`config.mk`:
```
export PLATFORM = sky130hd
export DESIGN_NAME = debug_unit
export DESIGN_NICKNAME = d
export VERILOG_FILES = /design/src/rtl/debug_unit_pkg.sv /design/src/rtl/debug_tx_serializer.sv /design/src/rtl/debug_unit.sv
export SDC_FILE = /design/constraint.sdc
export NUM_CORES = 1
export LEC_CHECK = 0
export CAP_MARGIN = 20
export CORE_MARGIN = 5
export CORE_UTILIZATION = 40
export DETAILED_ROUTE_END_ITERATION = 12
export SYNTH_ARGS = -nofsm -noshare
export SYNTH_HDL_FRONTEND = slang
export SYNTH_HIERARCHICAL = 1
export SYNTH_SLANG_ARGS = --single-unit
```
`constraint.sdc`:
```
create_clock -name i_clock -period 2.6 [get_ports i_clock]
set_input_delay 0.39 -clock i_clock [delete_from_list [all_inputs] [get_ports i_clock]]
set_output_delay 0.39 -clock i_clock [all_outputs]
set_load 0.005 [all_outputs]
```
`src/rtl/debug_unit_pkg.sv`:
```
// Shared constants and state encoding for the debug unit: command bytes,
// dump frame geometry and the controller state type.
package debug_unit_pkg;

  localparam logic [7:0] CMD_LOAD = 8'h4C;
  localparam logic [7:0] CMD_RUN  = 8'h43;
  localparam logic [7:0] CMD_STEP = 8'h53;

  localparam int WORD_BYTES  = 4;
  localparam int FRAME_WORDS = 34;   // PC + 32 registers + cycle counter
  localparam int FRAME_BYTES = 136;

  localparam logic [31:0] CNT_MAX = 32'hFFFF_FFFF;

  typedef enum logic [2:0] {
    S_IDLE,
    S_LOAD_CNT,
    S_LOAD_DATA,
    S_RUN,
    S_STEP,
    S_DUMP_FETCH,
    S_DUMP_SEND,
    S_DUMP_WAIT
  } state_t;

endpackage

```
`src/rtl/debug_tx_serializer.sv`:
```
// Splits a latched word into bytes (MSB first) and runs the tx handshake:
// one start strobe per byte, then a one-cycle hold-off before the next byte.
module debug_tx_serializer
  import debug_unit_pkg::*;
#(
  parameter int NB_DATA = 32,
  parameter int NB_BYTE = 8
) (
  input  logic               clk,
  input  logic               rst_n,
  input  logic               load,
  input  logic [NB_DATA-1:0] word,
  input  logic               send,
  input  logic               waiting,
  input  logic               tx_ready,
  output logic [NB_BYTE-1:0] tx_data,
  output logic               tx_start,
  output logic               word_done,
  output logic               frame_done
);

  localparam int BPW   = NB_DATA / NB_BYTE;
  localparam int NB_WC = $clog2(BPW + 1);
  localparam int NB_FC = $clog2(FRAME_BYTES + 1);

  logic [NB_DATA-1:0] shreg;
  logic [NB_WC-1:0]   word_cnt;
  logic [NB_FC-1:0]   frame_cnt;

  assign tx_start   = send && tx_ready;
  assign tx_data    = shreg[NB_DATA-1 -: NB_BYTE];
  // Both flags are only meaningful in the hold-off cycle after a byte went out.
  assign word_done  = waiting && (word_cnt == NB_WC'(BPW));
  assign frame_done = waiting && (frame_cnt == NB_FC'(FRAME_BYTES));

  always_ff @(posedge clk or negedge rst_n) begin
    if (!rst_n) begin
      shreg     <= '0;
      word_cnt  <= '0;
      frame_cnt <= '0;
    end else begin
      if (load) begin
        shreg    <= word;
        word_cnt <= '0;
      end else if (tx_start) begin
        shreg     <= shreg << NB_BYTE;
        word_cnt  <= word_cnt + 1'b1;
        frame_cnt <= frame_cnt + 1'b1;
      end
      if (frame_done) frame_cnt <= '0;
    end
  end

endmodule

```
`src/rtl/debug_unit.sv`:
```
// Serial debug controller: loads instruction memory, runs or single-steps the
// processor, then streams a 136-byte state dump (PC, registers, cycle count).
module debug_unit
  import debug_unit_pkg::*;
#(
  parameter int NB_DATA      = 32,
  parameter int NB_BYTE      = 8,
  parameter int NB_REG_ADDR  = 5,
  parameter int NB_IMEM_ADDR = 8
) (
  input  logic                    i_clock,
  input  logic                    i_reset,
  input  logic [NB_BYTE-1:0]      i_rx_data,
  input  logic                    i_rx_valid,
  output logic [NB_BYTE-1:0]      o_tx_data,
  output logic                    o_tx_start,
  input  logic                    i_tx_ready,
  output logic                    o_imem_wr_enb,
  output logic [NB_IMEM_ADDR-1:0] o_imem_wr_addr,
  output logic [NB_DATA-1:0]      o_imem_wr_data,
  output logic                    o_mips_enable,
  input  logic                    i_halt,
  input  logic [NB_DATA-1:0]      i_pc,
  output logic [NB_REG_ADDR-1:0]  o_dump_addr,
  input  logic [NB_DATA-1:0]      i_dump_data
);

  localparam int BPW   = NB_DATA / NB_BYTE;
  localparam int ASM_W = NB_DATA - NB_BYTE;

  state_t                  state, state_nxt;
  logic [31:0]             cycle_cnt;
  logic [ASM_W-1:0]        asm_word;
  logic [3:0]              byte_idx;
  logic [NB_BYTE-1:0]      words_left;
  logic [NB_IMEM_ADDR-1:0] word_addr;
  logic [5:0]              word_idx;
  logic [NB_DATA-1:0]      fetch_word;
  logic                    word_done, frame_done;
  logic                    load_empty, load_last, byte_last;

  assign byte_last  = (byte_idx == 4'(BPW - 1));
  assign load_empty = (state == S_LOAD_CNT) && i_rx_valid && (i_rx_data == '0);
  assign load_last  = (state == S_LOAD_DATA) && i_rx_valid && byte_last &&
                      (words_left == NB_BYTE'(1));

  // Gating with i_halt keeps a halted core from getting any further enable cycle.
  assign o_mips_enable = ((state == S_RUN) && !i_halt) || (state == S_STEP);

  always_ff @(posedge i_clock or negedge i_reset) begin
    if (!i_reset) state <= S_IDLE;
    else          state <= state_nxt;
  end

  always_comb begin
    state_nxt = state;
    case (state)
      S_IDLE:
        if (i_rx_valid) begin
          case (i_rx_data)
            CMD_LOAD: state_nxt = S_LOAD_CNT;
            CMD_RUN:  state_nxt = S_RUN;
            CMD_STEP: state_nxt = S_STEP;
            default:  state_nxt = S_IDLE;
          endcase
        end
      S_LOAD_CNT:
        if (i_rx_valid) state_nxt = (i_rx_data == '0) ? S_IDLE : S_LOAD_DATA;
      S_LOAD_DATA:
        if (load_last) state_nxt = S_IDLE;
      S_RUN:
        if (i_halt) state_nxt = S_DUMP_FETCH;
      S_STEP:
        state_nxt = S_DUMP_FETCH;
      S_DUMP_FETCH:
        state_nxt = S_DUMP_SEND;
      S_DUMP_SEND:
        if (o_tx_start) state_nxt = S_DUMP_WAIT;
      S_DUMP_WAIT:
        if (frame_done)     state_nxt = S_IDLE;
        else if (word_done) state_nxt = S_DUMP_FETCH;
        else                state_nxt = S_DUMP_SEND;
      default:
        state_nxt = S_IDLE;
    endcase
  end

  always_ff @(posedge i_clock or negedge i_reset) begin
    if (!i_reset) begin
      asm_word       <= '0;
      byte_idx       <= '0;
      words_left     <= '0;
      word_addr      <= '0;
      o_imem_wr_enb  <= 1'b0;
      o_imem_wr_addr <= '0;
      o_imem_wr_data <= '0;
    end else begin
      o_imem_wr_enb <= 1'b0;
      if (state == S_LOAD_CNT && i_rx_valid) begin
        words_left <= i_rx_data;
        word_addr  <= '0;
        byte_idx   <= '0;
      end else if (state == S_LOAD_DATA && i_rx_valid) begin
        asm_word <= ASM_W'({asm_word, i_rx_data});
        if (byte_last) begin
          byte_idx       <= '0;
          o_imem_wr_enb  <= 1'b1;
          o_imem_wr_addr <= word_addr;
          o_imem_wr_data <= {asm_word, i_rx_data};
          word_addr      <= word_addr + 1'b1;
          words_left     <= words_left - 1'b1;
        end else begin
          byte_idx <= byte_idx + 1'b1;
        end
      end
    end
  end

  // A finished (or empty) load starts a fresh measurement window.
  always_ff @(posedge i_clock or negedge i_reset) begin
    if (!i_reset) begin
      cycle_cnt <= '0;
      word_idx  <= '0;
    end else begin
      if (load_empty || load_last)                     cycle_cnt <= '0;
      else if (o_mips_enable && cycle_cnt != CNT_MAX)  cycle_cnt <= cycle_cnt + 1'b1;

      if (state == S_IDLE)            word_idx <= '0;
      else if (state == S_DUMP_FETCH) word_idx <= word_idx + 1'b1;
    end
  end

  always_comb begin
    fetch_word  = i_dump_data;
    o_dump_addr = '0;
    if (word_idx == '0) begin
      fetch_word = i_pc;
    end else if (word_idx == 6'(FRAME_WORDS - 1)) begin
      fetch_word = NB_DATA'(cycle_cnt);
    end else if (state == S_DUMP_FETCH) begin
      o_dump_addr = NB_REG_ADDR'(word_idx - 6'd1);
    end
  end

  debug_tx_serializer #(
    .NB_DATA (NB_DATA),
    .NB_BYTE (NB_BYTE)
  ) u_ser (
    .clk        (i_clock),
    .rst_n      (i_reset),
    .load       (state == S_DUMP_FETCH),
    .word       (fetch_word),
    .send       (state == S_DUMP_SEND),
    .waiting    (state == S_DUMP_WAIT),
    .tx_ready   (i_tx_ready),
    .tx_data    (o_tx_data),
    .tx_start   (o_tx_start),
    .word_done  (word_done),
    .frame_done (frame_done)
  );

endmodule

```
======== After elaboration in Yosys (flattened, before gate mapping) ========
Cells that the tools add are included.
storage, ports and cells
  register bits after elaboration ......... 169
  output and inout port bits .............. 56
  logic and storage cells ................. 109
operators by class
  bitwise gates (word level) .............. 1
  add/sub/neg operators ................... 8
  equal/unequal tests ..................... 22
  reduce and logical (&&, ||, !) cells .... 27
  muxes and demuxes ....................... 38
operators with widths
  cell                                                                   count
  32-bit 2-to-1 mux                                                      6
  8-bit 2-to-1 mux                                                       9
  32-bit by 1-bit adder with 32-bit output, second input constant        1
  32-bit != test, second input constant                                  1
  8-bit by 7-bit equality test with 1-bit output, second input constant  3
  3-bit 2-to-1 mux                                                       8
  3-bit one-hot mux with 8 select lines                                  1
  8-bit by 1-bit adder with 8-bit output, second input constant          2
  3-bit equality test, second input constant                             5
  5-bit 2-to-1 mux                                                       3
  4-bit 2-to-1 mux                                                       3
  6-bit 2-to-1 mux                                                       2
  2-bit != test, second input constant                                   6
  2-bit nonzero test                                                     6
  1-bit logical AND                                                      10
  3-bit one-hot mux with 3 select lines                                  1
  8-bit by 1-bit equality test with 1-bit output, second input constant  1
  8-bit equality test, second input constant                             1
  8-bit logical NOT                                                      1
  8-bit by 1-bit subtractor with 8-bit output, second input constant     1
  6-bit by 1-bit adder with 6-bit output, second input constant          1
  3-bit by 2-bit equality test with 1-bit output, second input constant  2
  6-bit equality test, second input constant                             1
  6-bit logical NOT                                                      1
  other kinds (14)                                                       20

======== Depth between registers and ports, before layout ========
  depth in word-level cells ............... 6
  mapped depth ............................ 11

======== Cells and area by module ========
Netlist, hierarchy kept.
modules (own cells, without submodules)
  module               cells an instance  instances  seq. area each (sq um)  area each (sq um)
  debug_unit           782                1          3153.0                  6543.8
  debug_tx_serializer  206                1          1076.0                  2085.8

======== Worst setup path after synthesis ========
OpenSTA, ideal clock, no wires.
  path kind ............................... register -> register
  from .................................... reg state[1]
  to ...................................... reg state[0]
  stages on the path, launching flop included .. 12
  data required time ...................... 2.471 ns
  slack ................................... 0.399 ns
  arrival ................................. 2.072 ns
  setup time .............................. 0.129 ns
  cells stage by stage .................... dfrtp_1 > clkbuf_1 > clkbuf_1 > and3b_1 > nand2_1 > inv_2 > buf_6 > nor3b_1 > o21ai_0 > o211ai_1 > nand2_1 > o21ai_1
between the ends
  elaborated cells between the ends (all ways) .. 23
RTL lines
  item                                  RTL line                   source
  from (decl)                           debug_unit.sv:31           state_t state, state_nxt;
  from (signal assigned)                debug_unit.sv:52           else state <= state_nxt;
  3-bit equality test                   debug_unit.sv:153          .send (state == S_DUMP_SEND),
  1-bit logical AND                     debug_tx_serializer.sv:30  assign tx_start = send && tx_ready;
  net o_tx_start                        debug_unit.sv:16           output logic o_tx_start,
  2-bit != test (no source line)        n/a
  5-bit AND reduction (no source line)  n/a
The timed path passes the listed nets, and every way through them passes these cells.
A chain may end at the register's enable or synchronous reset.

======== Worst setup path in the final report ========
  from .................................... reg state[0]
  to ...................................... out o_tx_start
between the ends
  word-level cells in the longest chain between the ends .. 2
ends and longest elaborated chain
  item                 RTL line
  3-bit equality test  debug_unit.sv:153
  1-bit logical AND    debug_tx_serializer.sv:30
  to (decl)            debug_unit.sv:16
Every way passes these cells.

==> flow_metrics.env <==
export IMPL_clock_sinks=169
export IMPL_rows=53
export IMPL_share_seq_of_total_power_pct=37.6
export IMPL_ys_types=58
export IMPL_grt_first_pass_wirelength_um=39300
export IMPL_syn_area_um2=8630
export IMPL_root_buffer="clkbuf_16"
export IMPL_ios=133
export IMPL_arrival_ns=2.11
export IMPL_grt_pass1_vias=7248
export IMPL_final_hold_viol_count=0
export IMPL_vias_per_cell=5.31
export IMPL_h_tree_depth=4
export IMPL_worstSkewPairLatency_ns=0.44
export IMPL_period_needed_ns=2.50
export IMPL_dpl_instance_area_um2=10300
export IMPL_synth_top_area_share_pct=49.0
export IMPL_synthTopCellsByCount="nand2_1, dfrtp_1, o21ai_0"
export IMPL_crit_type="reg2out"
export IMPL_ys_flop_type="dfrtp_1"
export IMPL_vias=7474
export IMPL_ys_warn_count=6
export IMPL_drive_above_1_share_pct=8.75
export IMPL_relSlewSlack_pct=58.3
export IMPL_required_ns=2.21
export IMPL_final_nets=1209
export IMPL_async_reset_ff_share_pct=100
export IMPL_place_gp_congestion=0.868
export IMPL_portBuffers=132
export IMPL_final_setup_tns_ns=0
export IMPL_pwr_share_comb_pct=38.1
export IMPL_die_area_um2=24600
export IMPL_drt_iter0_markers=520
export IMPL_cts_tree="done"
export IMPL_finalCritPeriodShare_pct=96.1
export IMPL_worst_pin_slew_ns=0.626
export IMPL_hp_class="reg2reg"
export IMPL_worstPathMaxFanout=11
export IMPL_synthCells=988
export IMPL_power_density_nw_per_um2=980
export IMPL_dp_hpwl_um=17400
export IMPL_grtUsageTotal_pct=20.1
export IMPL_syn_nets=1078
export IMPL_die_w_um=157
export IMPL_dr_pass1_iters=5
export IMPL_rsz0062_at_grt="false"
export IMPL_fin_area_um2=11000
export IMPL_wl_per_cell_um=17.1
export IMPL_ant_nets=0
export IMPL_synth_edff_count=0
export IMPL_synth_area_leaders="dfrtp_1, nand2_1, mux2i_1, o21ai_0, a22oi_1"
export IMPL_numCtsBuffers=17
export IMPL_swShare_pct=38.3
export IMPL_outcome="completed"
export IMPL_fmax_mhz=400
export IMPL_clock_skew_ns=0.0174
export IMPL_p_clk_share_pct=24.3
export IMPL_intPower_mw=6.68
export IMPL_synth_top_cell_by_area="dfrtp_1"
export IMPL_drc_errors=0
export IMPL_grt_ovfl_total=0
export IMPL_clock_path_buffers=2
export IMPL_ir_drop_uv=466
export IMPL_worst_setup_path_start_kind="flop"
export IMPL_power_switching_mw=4.15
export IMPL_ys_seq_elements=169
export IMPL_synth_most_common_cell="nand2_1"
export IMPL_syn_avg_cell_area_um2=8.73
export IMPL_antenna_found_initial=0
export IMPL_core_um2=21200
export IMPL_routed_wl_um=24100
export IMPL_p_leak_nw=5.11
export IMPL_cap_violations=0
export IMPL_path_clk_slew_ns=0.08
export IMPL_diodes=0
export IMPL_ys_seq_area_share_pct=49.0
export IMPL_drv_slew=0
export IMPL_dieHeight_um=157
export IMPL_area_delta_synth_final_pct=28.0
export IMPL_start_util_pct=40.8
export IMPL_critPathCaptureType="primary output"
export IMPL_setup_violations=0
export IMPL_grt_max_degree=57
## critical path, cell delays in order, from the launching register on
cell and delay [ns]:
dfrtp_2 0.47, buf_4 0.20, and3b_1 0.26, nand2_1 0.09, inv_2 0.14, clkdlybuf4s50_1 0.52
## flip-flops by register name, summed over array words and instances, names as in the netlist
| signal | cells |
|---|---|
| cycle_cnt | 32 |
| o_imem_wr_data | 32 |
| u_ser/shreg | 32 |
| asm_word | 24 |
| o_imem_wr_addr | 8 |
| u_ser/frame_cnt | 8 |
| word_addr | 8 |
| words_left | 8 |
| word_idx | 6 |
| byte_idx | 4 |
| state | 3 |
| u_ser/word_cnt | 3 |
| o_imem_wr_enb | 1 |
## area by class of cell
class	instances	area, um^2
Tap cell	275	344
Clock inverter	15	204
Sequential cell	169	4230
Inverter	19	71.3
Timing Repair Buffer	177	1730
Multi-Input combinational cell	735	4050
Clock buffer	17	425
Fill cell	2020	10100
## kinds of logic after synthesis
| group | Yosys count | share of synthesized area, % |
|---|---|---|
| DFF | 169 | 49.0 |
| xor gates and xnor gates | 19 | 1.93 |
| buffers and inverters | 84 | 4.65 |
| AOI/OAI and AO/OA | 171 | 12.4 |
| muxes | 30 | 3.48 |
| adders and majority gates | 13 | 1.88 |
| and+or+nand+nor | 502 | 26.6 |
## power by group through the flow
stage	clock (mW)	sequential (mW)	combinational, mW
3_3_place_gp	0	4.10	4.02
5_1_grt	2.81	4.19	4.61
3_5_place_dp	0	4.12	4.07
2_1_floorplan	0	3.94	2.49
6_report	2.63	4.07	4.12
4_1_cts	2.70	4.08	4.10
## metrics by stage
step                power (mW)  util [%]  std cells  worst slack (ns)  hold slack (ns)
floorplan                 6.42         -        988             0.399           0.0944
global placement          8.12      48.8       1367             0.149            0.375
detailed placement        8.19      48.8       1367            0.0894            0.373
CTS                       10.9      51.9       1401           0.00889            0.466
global route              11.6      52.2       1407           0.00665            0.480
finish                    10.8      52.2       1407             0.101            0.463
## layout by cell type, fill, tap and decap left out, drive strengths merged, types with 5 or more instances in the layout
| cell type | count |
|---|---|
| o31ai | 18 |
| nand4b | 5 |
| and4 | 5 |
| dfrtp | 169 |
| nand3 | 22 |
| xor2 | 11 |
| nor4 | 9 |
| nor3b | 5 |
| clkdlybuf4s50 | 126 |
| or3 | 21 |
| nand2 | 337 |
| clkinv | 7 |
| a22oi | 32 |
| dlymetal6s2s | 5 |
| xnor2 | 8 |
| or4 | 13 |
| ha | 13 |
| nor2 | 33 |
| and3 | 7 |
| o21ai | 66 |
| o211ai | 10 |
| a21oi | 31 |
| nor3 | 9 |
| inv | 27 |
| clkbuf | 17 |
| or2 | 5 |
| buf | 45 |
| nand4 | 16 |
| mux2i | 30 |
## layer usage
layer | GRT usage, % | routed length (um)
met4 | 6.61 | 469
met2 | 31.7 | 11200
met5 | 0 | 0
met1 | 27.9 | 10800
met3 | 4.01 | 1570
## path summary, 6_finish.rpt
| path | from | end | slack, ns | cells past startpoint |
|---|---|---|---|---|
| max in group asynchronous | i_reset | u_ser/shreg[27] | 1.41 | 3 |
| min reg2reg | asm_word[21] | o_imem_wr_data[29] | 0.46 | 2 |
| min in group asynchronous | i_reset | cycle_cnt[23] | 0.48 | 2 |
| min | asm_word[21] | o_imem_wr_data[29] | 0.46 | 2 |
| max reg2reg | byte_idx[0] | words_left[0] | 0.35 | 6 |
| max | state[0] | o_tx_start | 0.10 | 5 |
## timing repair
| action | in CTS | in global routing |
|---|---|---|
| hold buffers | 1 | 0 |
| endpoints found under the hold margin | 46 | 0 |
| resized for setup | 3 | 7 |
| setup endpoints to repair | 5 | 5 |
| buffers inserted | 1 | 6 |
| pin swaps | 1 | 4 |
| cloned | 0 | 0 |
Note: power is estimated with default switching activity, not from simulation.
